File: config.mk
export PLATFORM = sky130hd
export DESIGN_NAME = zmod_prbs_lane
export DESIGN_NICKNAME = d
export VERILOG_FILES = /design/src/rtl/zmod_pkg.sv /design/src/rtl/zmod_prbs_lane.sv
export SDC_FILE = /design/constraint.sdc
export NUM_CORES = 1
export LEC_CHECK = 0
export BUFFER_PORTS_ARGS = -buffer_cell sky130_fd_sc_hd__buf_2
export CAP_MARGIN = 20
export CORE_UTILIZATION = 40
export CTS_CLUSTER_DIAMETER = 200
export DETAILED_ROUTE_END_ITERATION = 12
export RECOVER_POWER = 50
export REMOVE_ABC_BUFFERS = 1
export SETUP_SLACK_MARGIN = 0.15
export SLEW_MARGIN = 5
export SYNTH_ARGS = -nofsm -noshare
export SYNTH_HDL_FRONTEND = slang
export SYNTH_SLANG_ARGS = --single-unit
File: constraint.sdc
create_clock -name i_clk -period 5.95 [get_ports i_clk]
set_input_delay 0.2975 -clock i_clk [delete_from_list [all_inputs] [get_ports i_clk]]
set_output_delay 0.2975 -clock i_clk [all_outputs]
set_load 0.02 [all_outputs]
File: src/rtl/zmod_pkg.sv
// Shared types and constants for the ZMOD PRBS-7 receive checker.
package zmod_pkg;

    typedef enum logic [1:0] {
        HUNT   = 2'd0,
        CHECK  = 2'd1,
        LOCKED = 2'd2
    } prbs_state_t;

    // x^7 + x^6 + 1
    localparam int PRBS_TAP_A = 7;
    localparam int PRBS_TAP_B = 6;
    localparam int SEED_LEN   = 7;
    localparam int POL_TRIP   = 16;

    // A received bit is in error when it differs from the XOR of the two tap bits.
    function automatic logic prbs_bit_err(input logic d, input logic tap_a, input logic tap_b);
        return d ^ tap_a ^ tap_b;
    endfunction

endpackage

File: src/rtl/zmod_prbs_lane.sv
// One self-synchronising PRBS-7 checker lane: history, lock FSM, loss window, counters.
// Optional input auto-inversion is built when ZMOD_PRBS_POLARITY_EN is defined.
module zmod_prbs_lane
    import zmod_pkg::*;
#(
    parameter int LOCK_GOOD   = 64,
    parameter int WINDOW      = 256,
    parameter int LOSS_THRESH = 16,
    parameter int CNT_W       = 32
) (
    input  logic             i_clk,
    input  logic             i_rst_n,
    input  logic             i_enable,
    input  logic             i_clear,
    input  logic             i_valid,
    input  logic             i_bit,
    output logic             o_lock,
    output logic             o_loss_sticky,
    output logic             o_polarity,
    output logic [CNT_W-1:0] o_err_cnt,
    output logic [CNT_W-1:0] o_bit_cnt
);

    localparam int SEED_W = $clog2(SEED_LEN);
    localparam int GR_W   = $clog2(LOCK_GOOD + 1);
    localparam int WC_W   = $clog2(WINDOW);
    localparam int WE_W   = $clog2(LOSS_THRESH + 1);

    prbs_state_t         r_state, w_state_nxt;
    logic [SEED_LEN-1:0] r_hist, w_hist_nxt;
    logic [SEED_W-1:0]   r_seed_cnt, w_seed_cnt_nxt;
    logic [GR_W-1:0]     r_good_run, w_good_run_nxt;
    logic [WC_W-1:0]     r_win_cnt, w_win_cnt_nxt;
    logic [WE_W-1:0]     r_win_err, w_win_err_nxt;
    logic [CNT_W-1:0]    r_err_cnt, w_err_cnt_nxt;
    logic [CNT_W-1:0]    r_bit_cnt, w_bit_cnt_nxt;
    logic                r_loss, w_loss_nxt;
    logic                r_lock;
    logic                w_pol;
    logic                w_d;
    logic                w_err;
    logic                w_err_inc;
    logic                w_bit_inc;
    logic                w_loss_set;

`ifdef ZMOD_PRBS_POLARITY_EN
    localparam int BAD_W = $clog2(POL_TRIP);
    logic             r_pol, w_pol_nxt;
    logic [BAD_W-1:0] r_bad_run, w_bad_run_nxt;
    assign w_pol = r_pol;
`else
    assign w_pol = 1'b0;
`endif

    assign w_d   = i_bit ^ w_pol;
    assign w_err = prbs_bit_err(w_d, r_hist[PRBS_TAP_A-1], r_hist[PRBS_TAP_B-1]);

    // Next-state and datapath decode for the lock FSM and loss window.
    always_comb begin
        w_state_nxt    = r_state;
        w_hist_nxt     = r_hist;
        w_seed_cnt_nxt = r_seed_cnt;
        w_good_run_nxt = r_good_run;
        w_win_cnt_nxt  = r_win_cnt;
        w_win_err_nxt  = r_win_err;
        w_err_inc      = 1'b0;
        w_bit_inc      = 1'b0;
        w_loss_set     = 1'b0;
`ifdef ZMOD_PRBS_POLARITY_EN
        w_pol_nxt      = r_pol;
        w_bad_run_nxt  = r_bad_run;
`endif
        if (!i_enable) begin
            w_state_nxt    = HUNT;
            w_hist_nxt     = '0;
            w_seed_cnt_nxt = '0;
            w_good_run_nxt = '0;
            w_win_cnt_nxt  = '0;
            w_win_err_nxt  = '0;
`ifdef ZMOD_PRBS_POLARITY_EN
            w_bad_run_nxt  = '0;
`endif
        end else if (i_valid) begin
            w_hist_nxt = {r_hist[SEED_LEN-2:0], w_d};
            case (r_state)
                HUNT: begin
                    if (r_seed_cnt == SEED_W'(SEED_LEN - 1)) begin
                        w_state_nxt    = CHECK;
                        w_seed_cnt_nxt = '0;
                        w_good_run_nxt = '0;
`ifdef ZMOD_PRBS_POLARITY_EN
                        w_bad_run_nxt  = '0;
`endif
                    end else begin
                        w_seed_cnt_nxt = r_seed_cnt + SEED_W'(1);
                    end
                end
                CHECK: begin
                    if (w_err) begin
                        w_good_run_nxt = '0;
`ifdef ZMOD_PRBS_POLARITY_EN
                        // A steady run of errors means the lane is inverted: flip and re-seed.
                        if (r_bad_run == BAD_W'(POL_TRIP - 1)) begin
                            w_pol_nxt     = ~r_pol;
                            w_bad_run_nxt = '0;
                            w_state_nxt   = HUNT;
                        end else begin
                            w_bad_run_nxt = r_bad_run + BAD_W'(1);
                        end
`endif
                    end else begin
`ifdef ZMOD_PRBS_POLARITY_EN
                        w_bad_run_nxt = '0;
`endif
                        if (r_good_run == GR_W'(LOCK_GOOD - 1)) begin
                            w_state_nxt    = LOCKED;
                            w_good_run_nxt = '0;
                            w_win_cnt_nxt  = '0;
                            w_win_err_nxt  = '0;
                        end else begin
                            w_good_run_nxt = r_good_run + GR_W'(1);
                        end
                    end
                end
                LOCKED: begin
                    w_bit_inc = 1'b1;
                    w_err_inc = w_err;
                    if (w_err && (r_win_err == WE_W'(LOSS_THRESH - 1))) begin
                        w_state_nxt    = HUNT;
                        w_loss_set     = 1'b1;
                        w_seed_cnt_nxt = '0;
                        w_win_cnt_nxt  = '0;
                        w_win_err_nxt  = '0;
                    end else if (r_win_cnt == WC_W'(WINDOW - 1)) begin
                        w_win_cnt_nxt = '0;
                        w_win_err_nxt = '0;
                    end else begin
                        w_win_cnt_nxt = r_win_cnt + WC_W'(1);
                        w_win_err_nxt = r_win_err + WE_W'(w_err);
                    end
                end
                default: begin
                    w_state_nxt = HUNT;
                end
            endcase
        end else begin
            w_state_nxt = r_state;
        end
    end

    // Saturating counters and sticky loss flag; clear beats increments, a loss beats clear.
    always_comb begin
        w_err_cnt_nxt = r_err_cnt;
        w_bit_cnt_nxt = r_bit_cnt;
        if (i_clear) begin
            w_err_cnt_nxt = '0;
            w_bit_cnt_nxt = '0;
        end else begin
            if (w_err_inc && (r_err_cnt != {CNT_W{1'b1}})) begin
                w_err_cnt_nxt = r_err_cnt + CNT_W'(1);
            end else begin
                w_err_cnt_nxt = r_err_cnt;
            end
            if (w_bit_inc && (r_bit_cnt != {CNT_W{1'b1}})) begin
                w_bit_cnt_nxt = r_bit_cnt + CNT_W'(1);
            end else begin
                w_bit_cnt_nxt = r_bit_cnt;
            end
        end
        w_loss_nxt = w_loss_set | (r_loss & ~i_clear);
    end

    // Lane state registers.
    always_ff @(posedge i_clk or negedge i_rst_n) begin
        if (!i_rst_n) begin
            r_state    <= HUNT;
            r_hist     <= '0;
            r_seed_cnt <= '0;
            r_good_run <= '0;
            r_win_cnt  <= '0;
            r_win_err  <= '0;
            r_err_cnt  <= '0;
            r_bit_cnt  <= '0;
            r_loss     <= 1'b0;
            r_lock     <= 1'b0;
        end else begin
            r_state    <= w_state_nxt;
            r_hist     <= w_hist_nxt;
            r_seed_cnt <= w_seed_cnt_nxt;
            r_good_run <= w_good_run_nxt;
            r_win_cnt  <= w_win_cnt_nxt;
            r_win_err  <= w_win_err_nxt;
            r_err_cnt  <= w_err_cnt_nxt;
            r_bit_cnt  <= w_bit_cnt_nxt;
            r_loss     <= w_loss_nxt;
            r_lock     <= (w_state_nxt == LOCKED);
        end
    end

`ifdef ZMOD_PRBS_POLARITY_EN
    // Polarity survives enable and clear; only reset returns it to normal.
    always_ff @(posedge i_clk or negedge i_rst_n) begin
        if (!i_rst_n) begin
            r_pol     <= 1'b0;
            r_bad_run <= '0;
        end else begin
            r_pol     <= w_pol_nxt;
            r_bad_run <= w_bad_run_nxt;
        end
    end
`endif

    assign o_lock        = r_lock;
    assign o_loss_sticky = r_loss;
    assign o_polarity    = w_pol;
    assign o_err_cnt     = r_err_cnt;
    assign o_bit_cnt     = r_bit_cnt;

endmodule

==> results of run 1 <==
[power groups by stage]
stage / combinational, mW / sequential (mW) / clock [mW]
2_1_floorplan: 0.0141 / 0.682 / 0
3_3_place_gp: 0.0436 / 0.682 / 0
3_5_place_dp: 0.0444 / 0.682 / 0
4_1_cts: 0.0450 / 0.669 / 0.620
5_1_grt: 0.0494 / 0.669 / 0.641
6_report: 0.0426 / 0.669 / 0.602
[worst max-delay path, stage by stage]
cell	delay [ps]
sky130_fd_sc_hd__dlygate4sd3_1	520
sky130_fd_sc_hd__clkbuf_1	1910
sky130_fd_sc_hd__buf_4	780
[area by class of cell]
| cell class | count | area share (%) |
|---|---|---|
| multi-input combinational | 427 | 44.79 |
| sequential | 98 | 40.74 |
| timing repair buffer | 76 | 5.176 |
| clock buffer | 9 | 3.741 |
| tap | 172 | 3.575 |
| clock inverter | 7 | 1.289 |
| inverter | 11 | 0.6859 |
[kinds of logic (layout without fill, tap and decap cells)]
kind of cell | Yosys count | count (layout)
buf+inv | 41 | 103
other cells | 1 | 1
compound gates | 146 | 146
mux | 15 | 15
flops | 98 | 98
xor+xnor | 16 | 16
simple gates | 243 | 243
fa+ha+maj | 6 | 6
[flip-flops by register name (all words and copies together), names as in the netlist]
register       count
o_bit_cnt         32
o_err_cnt         32
o_lock             1
o_loss_sticky      1
r_good_run         7
r_hist             7
r_seed_cnt         3
r_state            2
r_win_cnt          8
r_win_err          5
[path summary, 6_finish.rpt]
kind	from	endpoint	slack, ps	cells past startpoint
max	i_rst_n	o_bit_cnt[31]$_DFFE_PN0P_	2840	3
min	i_bit	r_hist[0]$_DFFE_PN0N_	260	3
max reg2reg	r_state[1]$_DFF_PN0_	o_err_cnt[14]$_DFFE_PN0P_	3320	5
min reg2reg	r_good_run[5]$_DFFE_PN0P_	r_good_run[5]$_DFFE_PN0P_	480	1
max in group i_clk	r_state[1]$_DFF_PN0_	o_err_cnt[14]$_DFFE_PN0P_	3320	5
min in group asynchronous	i_rst_n	r_win_cnt[3]$_DFFE_PN0P_	1350	2
[layout by cell type, fill, tap and decap left out, drive strengths merged, types with 9 or more instances in the layout]
cell type  netlist  layout
dfrtp           98      98
clkbuf          18      76
o21ai           49      49
a21oi           49      49
nand2           38      38
or3             37      37
nor2            31      31
nand3           28      28
nor2b           20      20
nand4           18      18
xnor2           15      15
and3            13      13
o31ai           13      13
inv             11      13
and4            12      12
or4             11      11
mux2i            9       9
[per-layer routing]
metal / share of wire, % / global-route usage, % / vias up / routed length [um]
li1: - / - / 2225 / -
met1: 47 / 25.15 / 2263 / 5743
met2: 48 / 30.33 / 80 / 5841
met3: 2.6 / 2.432 / 11 / 316
met4: 1.7 / 7.711 / 0 / 208
met5: 0 / 0 / - / 0
[through the flow]
step | util (%) | instances | setup WS, ps | hold slack [ps]
finish | 46.94 | 800 | 2837 | 264.9
global route | 46.94 | 800 | 2160 | 305.6
CTS | 47.64 | 800 | 3285 | 256.2
detailed placement | 45.20 | 783 | 3209 | 380.0
global placement | 45.20 | 783 | 3328 | 380.9
floorplan | - | 536 | 2643 | 1.909
==> metrics list, run 1 <==
- Final clock skew: 4.428 ps
* Share of power burned in registers: 50.9%
* Power per cell area: 218.2 nW/um^2
* Post-Synth Adder-Cell Area: 1.409%
- DR iter-0 viols: 208
- Floorplan die height: 117.4 um
- Once placement finished, the instance area stood at roughly 5800 um^2.
- Summed over all cells, the static leakage comes to 2.380 nW.
- Standard-cell rows: 41
* Max-cap check violation count: 1
* Pin slew with the least headroom to its limit: 2704 ps
- Number of design rule violations left after detail routing: 0
- Global routing finished with a remaining overflow of 0.
- H-tree level count: 3
* Layout area overhead: 13.01%
- Setup repair after global routing left no endpoint under its margin.
- The sequential cells in the finished layout cover a total of approximately 2500 um^2.
* Result of the run: finished with violations
* Vias: 4579
* Final wirelength: 12.11 mm
* Antenna violations before repair: 0
- Worst Hold Class: input pin to flop
- Count of pins on the block boundary: 73
* Share of the yosys chip area belonging to registers: ~46%
* Die Outline Area: 13780 um^2
* Count leader, synth: sky130_fd_sc_hd__dfrtp_1
* Num Clock Sinks: 98
- The synthesized design contains 0 enable-type register cells.
- Simple-Gate Fraction of Synth Area: 26.40%
- Startpoint types: input pin
- For this run, the post-layout net count is 635.
* Number of setup violations in the final report: 0
- Initial cell density of the core: 41.53%
- Area of the core: 12820 um^2
* Final instance area: 6020 um^2
* Largest voltage drop on the vdd net: 0.1209 mV
- Combinational Power Share: 3.2%
- Dominant combinational cell family by area after synthesis: simple AND/OR/NAND/NOR gates
- At the later pin of the worst-skew pair, clock insertion delay measures approximately 350 ps.
* Share of synthesized registers carrying an async set or reset: between 90% and 100%
- Post-DR vias/cell: ~5.7
* Average wire length per cell after detail routing: ~15 um
- For the worst setup path, the data arrival time is 3550 ps.
* Total Neg Setup Slack: 0 ps
* TritonCTS clock tree: yes
- Number of filler instances in the final layout: 1310
* Pin count of the biggest net entering global routing: 71
* Postcts setup bufs: 0
- Timing-limited maximum frequency: between 300 and 400 MHz
- Quantity of hold-fixing buffers added after cts: 1
- In this run the horizontal extent of the chip is 117.4 um.
- The clock passes through at most 2 buffers.
* Net Switching: 306.1 uW
- In this run the worst path has a maximum fanout of 50.
- Number of cells produced by synthesis: 566
- The synthesized netlist devotes 2.913% of its cell area to XOR and XNOR gates.
- Data on the critical path is required at its endpoint by approximately 6400 ps.
- The mapped netlist covers 5326 um^2.
- Period utilization: between 50% and 60%
* Number of instances resized during post-cts repair: 0
- Antenna cells: 0
* Final GP Congestion: 0.7504
- HPWL after DPL: 8.267 mm
- Area fraction of the dominant cell type after synthesis: 46.04%
* Cell type with the highest aggregate area in the netlist: sky130_fd_sc_hd__dfrtp_1
- Vias in the first global route: 4364
- Footprint of the multi-input gates: 2696 um^2
* Violated checks: capacitance limit, slew limit
- Synth cell types: between 60 and 70
* Synth Area in Compound Gates: 16.82%
* Total CTS buffers: 9
* Share of post-route cells with drive strength above 1: 6.210%
- Measured against its own limit, the worst slew margin works out to -80.29%.
- Switching fraction of total power: 23.31%
* First drt pass iteration count: 4
- The tree is rooted in a sky130_fd_sc_hd__clkbuf_16.
- The number of max-slew violations in the final report was between 50 and 60.
* Post-synthesis mux area share: under 10%
* Warning count from the yosys run: 0
- Min Tclk post-route: between 3000 and 4000 ps
* First-pass GRT wire length: 21.12 mm
* Most used flip-flop cell after synthesis: sky130_fd_sc_hd__dfrtp_1
* Final number of hold-violating endpoints: 0
- Most numerous cell types in the synthesized netlist: sky130_fd_sc_hd__dfrtp_1 (98), sky130_fd_sc_hd__a21oi_1 (49), sky130_fd_sc_hd__o21ai_0 (49)
- Ranking of synthesized cells by area: sky130_fd_sc_hd__dfrtp_1 (46%), sky130_fd_sc_hd__a21oi_1 (4.6%), sky130_fd_sc_hd__o21ai_0 (4.6%)
- Overall routing resource usage: 18.70%
- The critical path in this run is classified as input pin to asynchronous set/reset pin.
- Final antenna-violating net count: 0
- The average instance in the mapped netlist occupies roughly 9.4 um^2.
* Register bit count reported by yosys: 98
- The internal power of the cells totals 1.007 mW.
- Of the total power, the clock network draws 45.8%.
- Overall power consumption after layout is estimated at 1.313 mW.
- STA classifies the critical path endpoint as an asynchronous set/reset pin.
- After clock tree synthesis, the clock-pin slew on the worst setup and hold paths is around 70 ps.
- Port Buffer Count: between 70 and 80
(Power assumes the default switching activity.)
==> run 2, diff against run 1 <==
ABC_AREA = 1   (was unset)
clock period = 2.8 ns   (was 5.95 ns; I/O delays follow)
==> metrics list, run 2 <==
- Ranking of synthesized cells by area: sky130_fd_sc_hd__dfrtp_1 (39%), sky130_fd_sc_hd__nand2_1 (23%), sky130_fd_sc_hd__nor2_1 (9.0%)
- Average wire length per cell after detail routing: 13.26 um
- Once detail routing completed, the nets flagged for antenna violations numbered 0.
- Summing the sequential cell areas from Yosys gives 38.64% of the chip area.
- End of the worst register-to-register path: o_err_cnt[20]$_DFFE_PN0P_
- For this block, the via count after detailed routing is roughly 6000.
* Launch instance of the worst register-to-register path: o_err_cnt[1]$_DFFE_PN0P_
* Antenna cells: 0
- H-tree level count: 3
- Number of enable flip-flop cells after synthesis: 0
* Max-cap check violation count: 1
- Deepest clock path buffer count: 2
* Share of post-route cells with drive strength above 1: 8.872%
- Port Buffer Count: 71
- The run finished, with violations left.
- The worst hold path begins at i_bit.
* Crit path required time: 3100 ps
- Synth cell types: 35
* Width of the die: around 130 um
- Summed over all nets, the half-perimeter wirelength after detailed placement is approximately 12 mm.
- The root buffer cell chosen for the clock tree is sky130_fd_sc_hd__clkbuf_16.
* Crit path capture type: flop
- After clock tree synthesis, the flow added hold-fix buffers numbering 1.
- Most used flip-flop cell after synthesis: sky130_fd_sc_hd__dfrtp_1
- Area fraction of the dominant cell type after synthesis: 38.64%
- Power per cell area: about 430 nW/um^2
- Setup slack on the worst reg-to-reg path comes out at 580 ps.
- Crit path DAT: ~2500 ps
- Vias in the first global route: about 5500
* Overall Power: 3.064 mW
* Footprint of the multi-input gates: roughly 3400 um^2
- Average size of a mapped cell: 6.549 um^2
* Count of final max-slew check failures: 25
- Remaining max-slew budget at the tightest pin: -1.351%
- Warning count from the yosys run: 0
- Startpoint types: flop
- In this run, post-CTS repair resized a total of 0 instances.
- Min Tclk post-route: between 2000 and 2500 ps
- The later pin in the worst-skew pair is clocked with a latency of between 300 and 400 ps.
- The initial antenna violation count was 0.
* Number of cells produced by synthesis: just under 1000
* DR iter-0 viols: about 380
* Die Outline Area: 16370 um^2
- Mapped Area: 6346 um^2
- Pin count of the biggest net entering global routing: 75
* Most common cell after layout, fill and taps aside: sky130_fd_sc_hd__nand2_1
* Standard-cell rows: 45
* Violated checks: capacitance limit, slew limit
- Setup repair after global routing left no endpoint under its margin.
- Worst Hold Class: input pin to flop
* Cell type with the highest aggregate area in the netlist: sky130_fd_sc_hd__dfrtp_1
* Final number of hold-violating endpoints: 0
- Most numerous cell types in the synthesized netlist: sky130_fd_sc_hd__nand2_1 (384), sky130_fd_sc_hd__nor2_1 (153), sky130_fd_sc_hd__dfrtp_1 (98)
* Final wirelength: 16.54 mm
- The initial utilization of the core area, before any placement, comes to 41.44%.
* Total congestion overflow: 0
- Met2 WL post-DR: ~7.6 mm
- Final clock skew: 10.97 ps
* Register bit count reported by yosys: 98
- TritonCTS clock tree: yes
- Largest voltage drop on the vdd net: 0.2853 mV
- Floorplan die height: 128.0 um
- Share of synthesized registers carrying an async set or reset: 100.0%
- The worst hold path passes through 3 cells.
- Post-DR vias/cell: slightly below 5
* Pin slew with the least headroom to its limit: between 1500 and 2000 ps
* Number of setup violations in the final report: 0
- Num Clock Sinks: 98
- In this run the standard cell core region covers 15310 um^2.
- Of the available clock period, the critical path in the final layout requires 79.39%.
- Detailed routing placed a total of a little under 600 um of wire on met3.
- Leakage power of the design: 3.474 nW
- Worst Reg-to-Reg Cells: 11
- Number of filler instances in the final layout: 1630
* Total Neg Setup Slack: 0 ps
- The worst setup path is of the flop to flop kind.
- First drt pass iteration count: 5
- In the global route stage, overall resource usage came out at between 20% and 30%.
* Commonest non-fill, non-tap cells in the layout: sky130_fd_sc_hd__nand2_1 (384), sky130_fd_sc_hd__nor2_1 (153), sky130_fd_sc_hd__dfrtp_1 (98)
- Along the worst path, the maximum fanout reaches 30.
- For hold timing, the worst endpoint is r_hist[0]$_DFFE_PN0N_.
* Count of pins on the block boundary: 73
- Topmost layer with routed signal wires: met4
- Final Net Count: 1044
* Count leader, synth: sky130_fd_sc_hd__nand2_1
- Number of design rule violations left after detail routing: 0
* Sequential standard cell area: 2452 um^2
* Timing-limited maximum frequency: 449.8 MHz
* Met1 routed wirelength after detailed routing: 8.206 mm
- Total CTS buffers: 9
- The congestion estimate from routability-driven global placement came to 0.8595.
- From synthesis to final layout, the design area changed by 13.25%.
- Once the clock tree was built, the setup fixing pass inserted 0 buffers.
* Clock input transition at the sequential cells of the worst setup and hold paths: 70 ps
- The first global-routing pass estimated 27.33 mm of wire.
==> run 2: cell types whose count changed in the layout (fill, tap and decap cells not counted), moves of 37 or more <==
cell                       change
sky130_fd_sc_hd__nand2_1     +346
sky130_fd_sc_hd__nor2_1      +123
sky130_fd_sc_hd__inv_1        +76
sky130_fd_sc_hd__a21oi_1      -45
sky130_fd_sc_hd__nand3_1      +40
sky130_fd_sc_hd__buf_2        +39
sky130_fd_sc_hd__clkbuf_1     -37
sky130_fd_sc_hd__o21ai_0      -37
sky130_fd_sc_hd__or3_1        -37
==> run 2: layer usage <==
metal / up-vias / track usage, %
li1: 3160 / -
met1: 2778 / 29.28
met2: 96 / 34.05
met3: 13 / 4.174
met4: 0 / 5.052
met5: - / 0
==> run 2: cell families (layout without fill, tap and decap cells) <==
family | after synthesis | after routing | share of synthesized area (%)
AO/OA/AOI/OAI | 34 | 34 | 3.017
buffers and inverters | 118 | 186 | 7.689
other | 1 | 1 | 0.05909
adder cells (fa/ha/maj) | 6 | 6 | 1.183
flip-flops | 98 | 98 | 38.64
XOR/XNOR | 34 | 34 | 4.692
AND/OR/NAND/NOR | 678 | 678 | 44.72
==> run 2: how the worst max path moves through the flow <==
stage                             startpoint                        end  slack, ps  cells after the start
floorplan           o_err_cnt[1]$_DFFE_PN0P_   o_err_cnt[2]$_DFFE_PN0P_        790                     11
global placement    o_bit_cnt[0]$_DFFE_PN0P_  o_bit_cnt[19]$_DFFE_PN0P_        600                     11
detailed placement  o_err_cnt[1]$_DFFE_PN0P_   o_err_cnt[2]$_DFFE_PN0P_        580                     11
CTS                 o_bit_cnt[0]$_DFFE_PN0P_   o_bit_cnt[2]$_DFFE_PN0P_        560                     11
global route        o_err_cnt[1]$_DFFE_PN0P_  o_err_cnt[15]$_DFFE_PN0P_        360                     11
finish              o_err_cnt[1]$_DFFE_PN0P_  o_err_cnt[20]$_DFFE_PN0P_        580                     11
==> run 2: per-stage QoR <==
| step | util, % | cells | setup slack [ps] | area (um^2) | hold slack, ps |
|---|---|---|---|---|---|
| finish | 46.93 | 1248 | 577.0 | 7187 | 96.83 |
| global route | 46.93 | 1248 | 358.5 | 7187 | 141.3 |
| CTS | 47.17 | 1248 | 564.9 | 7224 | 81.61 |
| detailed placement | 44.92 | 1231 | 583.4 | 6879 | 77.49 |
| global placement | 44.92 | 1231 | 602.7 | 6879 | 77.84 |
| floorplan | - | 945 | 787.7 | 6215 | -155.6 |
==> run 2: cell type report <==
class	instances	share of cell area (%)
timing repair buffer	76	5.188
clock inverter	5	1.428
tap	211	3.673
inverter	94	4.962
clock buffer	11	3.238
multi-input combinational	753	47.39
sequential	98	34.12
==> run 2: power breakdown <==
group | internal (mW) | switching, mW | leakage, nW
Combinational | 0.0413 | 0.145 | 1.95
Sequential | 1.43 | 0.0138 | 1.36
Clock | 0.873 | 0.561 | 0.160
Total | 2.34 | 0.720 | 3.47
==> run 2: worst max-delay path, stage by stage (launching register included) <==
cell                      delay, ps
sky130_fd_sc_hd__dfrtp_1        390
sky130_fd_sc_hd__ha_1           240
sky130_fd_sc_hd__inv_1          100
sky130_fd_sc_hd__nor2_4         150
sky130_fd_sc_hd__nand2_2        110
sky130_fd_sc_hd__nor2_4         140
sky130_fd_sc_hd__nand2_2         90
sky130_fd_sc_hd__nand2_2        100
sky130_fd_sc_hd__nand2_2        170
sky130_fd_sc_hd__inv_2          460
sky130_fd_sc_hd__nand2_1        110
sky130_fd_sc_hd__nand2_1         90
==> run 3, diff against run 2 <==
ABC_AREA = 0   (was 1)
clock period = 2 ns   (was 2.8 ns; I/O delays follow)
==> metrics list, run 3 (synthesized netlist as in run 1, its figures left out) <==
- Post-DR vias/cell: roughly 5.7
- STA classifies the critical path endpoint as a flop.
- The checks that failed: setup timing.
- VDD sags by at most roughly 0.34 mV.
- Min Tclk post-route: roughly 2100 ps
* Count of final max-slew check failures: 0
* Total CTS buffers: 9
* Pin count of the biggest net entering global routing: 39
- between 70 and 80 I/O pins were placed.
- Final number of hold-violating endpoints: 0
- For the worst setup path, the data required time is 2270 ps.
* Unrepaired setup endpoints after global routing: yes
- Initial cell density of the core: 41.53%
- TritonCTS built the clock tree.
* Worst Hold Class: input pin to flop
* Crit path DAT: 2380 ps
* Total Neg Setup Slack: -999.2 ps
- Layout area overhead: 54.97%
- The repair_antennas step left the layout with diodes totalling 0.
* HP Start: i_bit
* Antenna violations before repair: 0
- Final Net Count: 783
- H-tree level count: 3
- Placed Instances: 886
- Dividing the detail-routed wire length by the instance count gives 17.00 um.
- Clock input transition at the sequential cells of the worst setup and hold paths: 70 ps
- Summing over every cut layer, the via total after detailed routing is around 5400.
* Final clock skew: 5.165 ps
- Power spread over the standard cell area amounts to 457.6 nW/um^2.
* HPWL after DPL: 10.05 mm
- The floorplan step defined a die boundary enclosing around 14000 um^2.
- Counting along the longest clock path gives a buffer depth of 2.
- In this run the standard cell core region covers 12820 um^2.
- Footprint of the multi-input gates: 3598 um^2
- The run finished, with violations left.
- Sequential standard cell area: about 2500 um^2
- Across all setup checks in the final design, the least slack found is -109.3 ps.
- First drt pass iteration count: 4
- Worst Path Class, Setup: flop to flop
- Topmost layer with routed signal wires: met4
- For this design the static power due to leakage is roughly 3.6 nW.
- CP max FO: 10
- The worst setup path is launched from a flop.
- DR iter-0 viols: 304
* Pin slew with the least headroom to its limit: 880.2 ps
- Derived from the worst setup path, the maximum achievable clock frequency is 474.1 MHz.
- The tool flagged a number of max-cap violations equal to 0.
* First-pass GRT wire length: between 20 and 30 mm
- Share of post-route cells with drive strength above 1: 50.71%
- In the layout the commonest cells are sky130_fd_sc_hd__buf_4 (109), sky130_fd_sc_hd__dfrtp_1 (98), sky130_fd_sc_hd__buf_2 (66).
- The library cell used most frequently in the layout, excluding fill and tap cells, is sky130_fd_sc_hd__buf_4.
- Launch instance of the worst register-to-register path: r_hist[6]$_DFFE_PN0N_
- Clock tree synthesis found a total of 98 sinks.
- Number of filler instances in the final layout: between 1000 and 1500
- Beginning of the critical path: r_hist[6]$_DFFE_PN0N_
- Number of setup violations in the final report: 21
- Standard-cell rows: 41
- Final antenna-violating net count: 0
* Clock insertion delay at the later pin of the skew report: around 350 ps
- Met1 routed wirelength after detailed routing: 7.101 mm
- Routed met3 length: between 400 and 500 um
- The tree is rooted in a sky130_fd_sc_hd__clkbuf_16.
- Across every metal layer, demand over resource in global routing totals between 20% and 30%.
- Final wirelength: 16.10 mm
* Floorplan die height: 117.4 um
- Port Buffer Count: 71
- Measured against its own limit, the worst slew margin works out to 41.32%.
- After detailed routing, the number of remaining DRC violations is 0.
* Total congestion overflow: 0
* Non-Filler Instances: 947
- Measured along the x axis, the die boundary spans 117.4 um.
- Vias in the first global route: 5375
- The worst path uses 105.5% of the clock period.
- Detailed routing placed a total of 8.075 mm of wire on met2.
* Final GP Congestion: 0.8315
-- run 3: changes by cell type in the layout (fill, tap and decap cells not counted), moves of 30 or more --
cell	previous run	this run
sky130_fd_sc_hd__nand2_1	384	33
sky130_fd_sc_hd__nor2_1	153	29
sky130_fd_sc_hd__buf_4	3	109
sky130_fd_sc_hd__inv_1	86	10
sky130_fd_sc_hd__nand3_1	68	23
sky130_fd_sc_hd__a21oi_2	0	32
sky130_fd_sc_hd__buf_6	0	30
-- run 3: area by class of cell --
| class | count | area share, % |
|---|---|---|
| multi-input combinational | 430 | 43.60 |
| sequential | 98 | 29.71 |
| timing repair buffer | 221 | 20.37 |
| clock buffer | 11 | 2.819 |
| tap | 172 | 2.607 |
| inverter | 11 | 0.5305 |
| clock inverter | 4 | 0.3638 |
-- run 3: timing repair --
action | 4_1_cts | 5_1_grt
setup endpoints to repair | 73 | 85
buffers inserted | 24 | 14
gates cloned | 6 | 1
pin swaps | 39 | 68
endpoints found under the hold margin | 32 | 0
hold buffers | 1 | 0
gates resized for setup | 122 | 133
-- run 3: path summary, 6_finish.rpt --
check	end	cells after the start	slack, ps
min in group asynchronous	o_lock$_DFF_PN0_	2	420
worst min-delay path	r_hist[0]$_DFFE_PN0N_	3	110
max in group asynchronous	o_err_cnt[17]$_DFFE_PN0P_	3	440
worst max-delay path	o_err_cnt[25]$_DFFE_PN0P_	7	-110
worst min register to register	r_win_cnt[1]$_DFFE_PN0P_	2	510
worst max register to register	o_err_cnt[25]$_DFFE_PN0P_	7	-110
-- run 3: routing by layer --
layer,vias up,track usage [%]
li1,2535,-
met1,2687,30.21
met2,125,38.28
met3,36,2.918
met4,0,10.23
met5,-,0
-- run 3: power breakdown --
part	switching, mW	internal (mW)
Sequential	0.00486	1.99
Clock	0.759	0.840
Combinational	0.125	0.0606
-- run 3: metrics by stage --
step                setup slack (ps)  util, %  cell area (um^2)  hold slack (ps)  power [mW]
floorplan                      -1307        -              5187           -195.6       2.070
global placement              -75.37    51.42              6595            83.34       2.183
detailed placement            -166.0    51.42              6595            82.75       2.186
CTS                           -70.43    59.51              7632            100.2       3.809
global route                  -159.4    64.36              8254            138.5       3.917
finish                        -109.3    64.36              8254            110.1       3.777
-- run 3: worst max-delay path, stage by stage, from the launching register on --
cell	delay (ps)
sky130_fd_sc_hd__dfrtp_1	350
sky130_fd_sc_hd__xnor3_2	460
sky130_fd_sc_hd__inv_4	90
sky130_fd_sc_hd__nand2_2	50
sky130_fd_sc_hd__a2111o_2	410
sky130_fd_sc_hd__buf_12	160
sky130_fd_sc_hd__or3_1	340
sky130_fd_sc_hd__a21oi_1	160
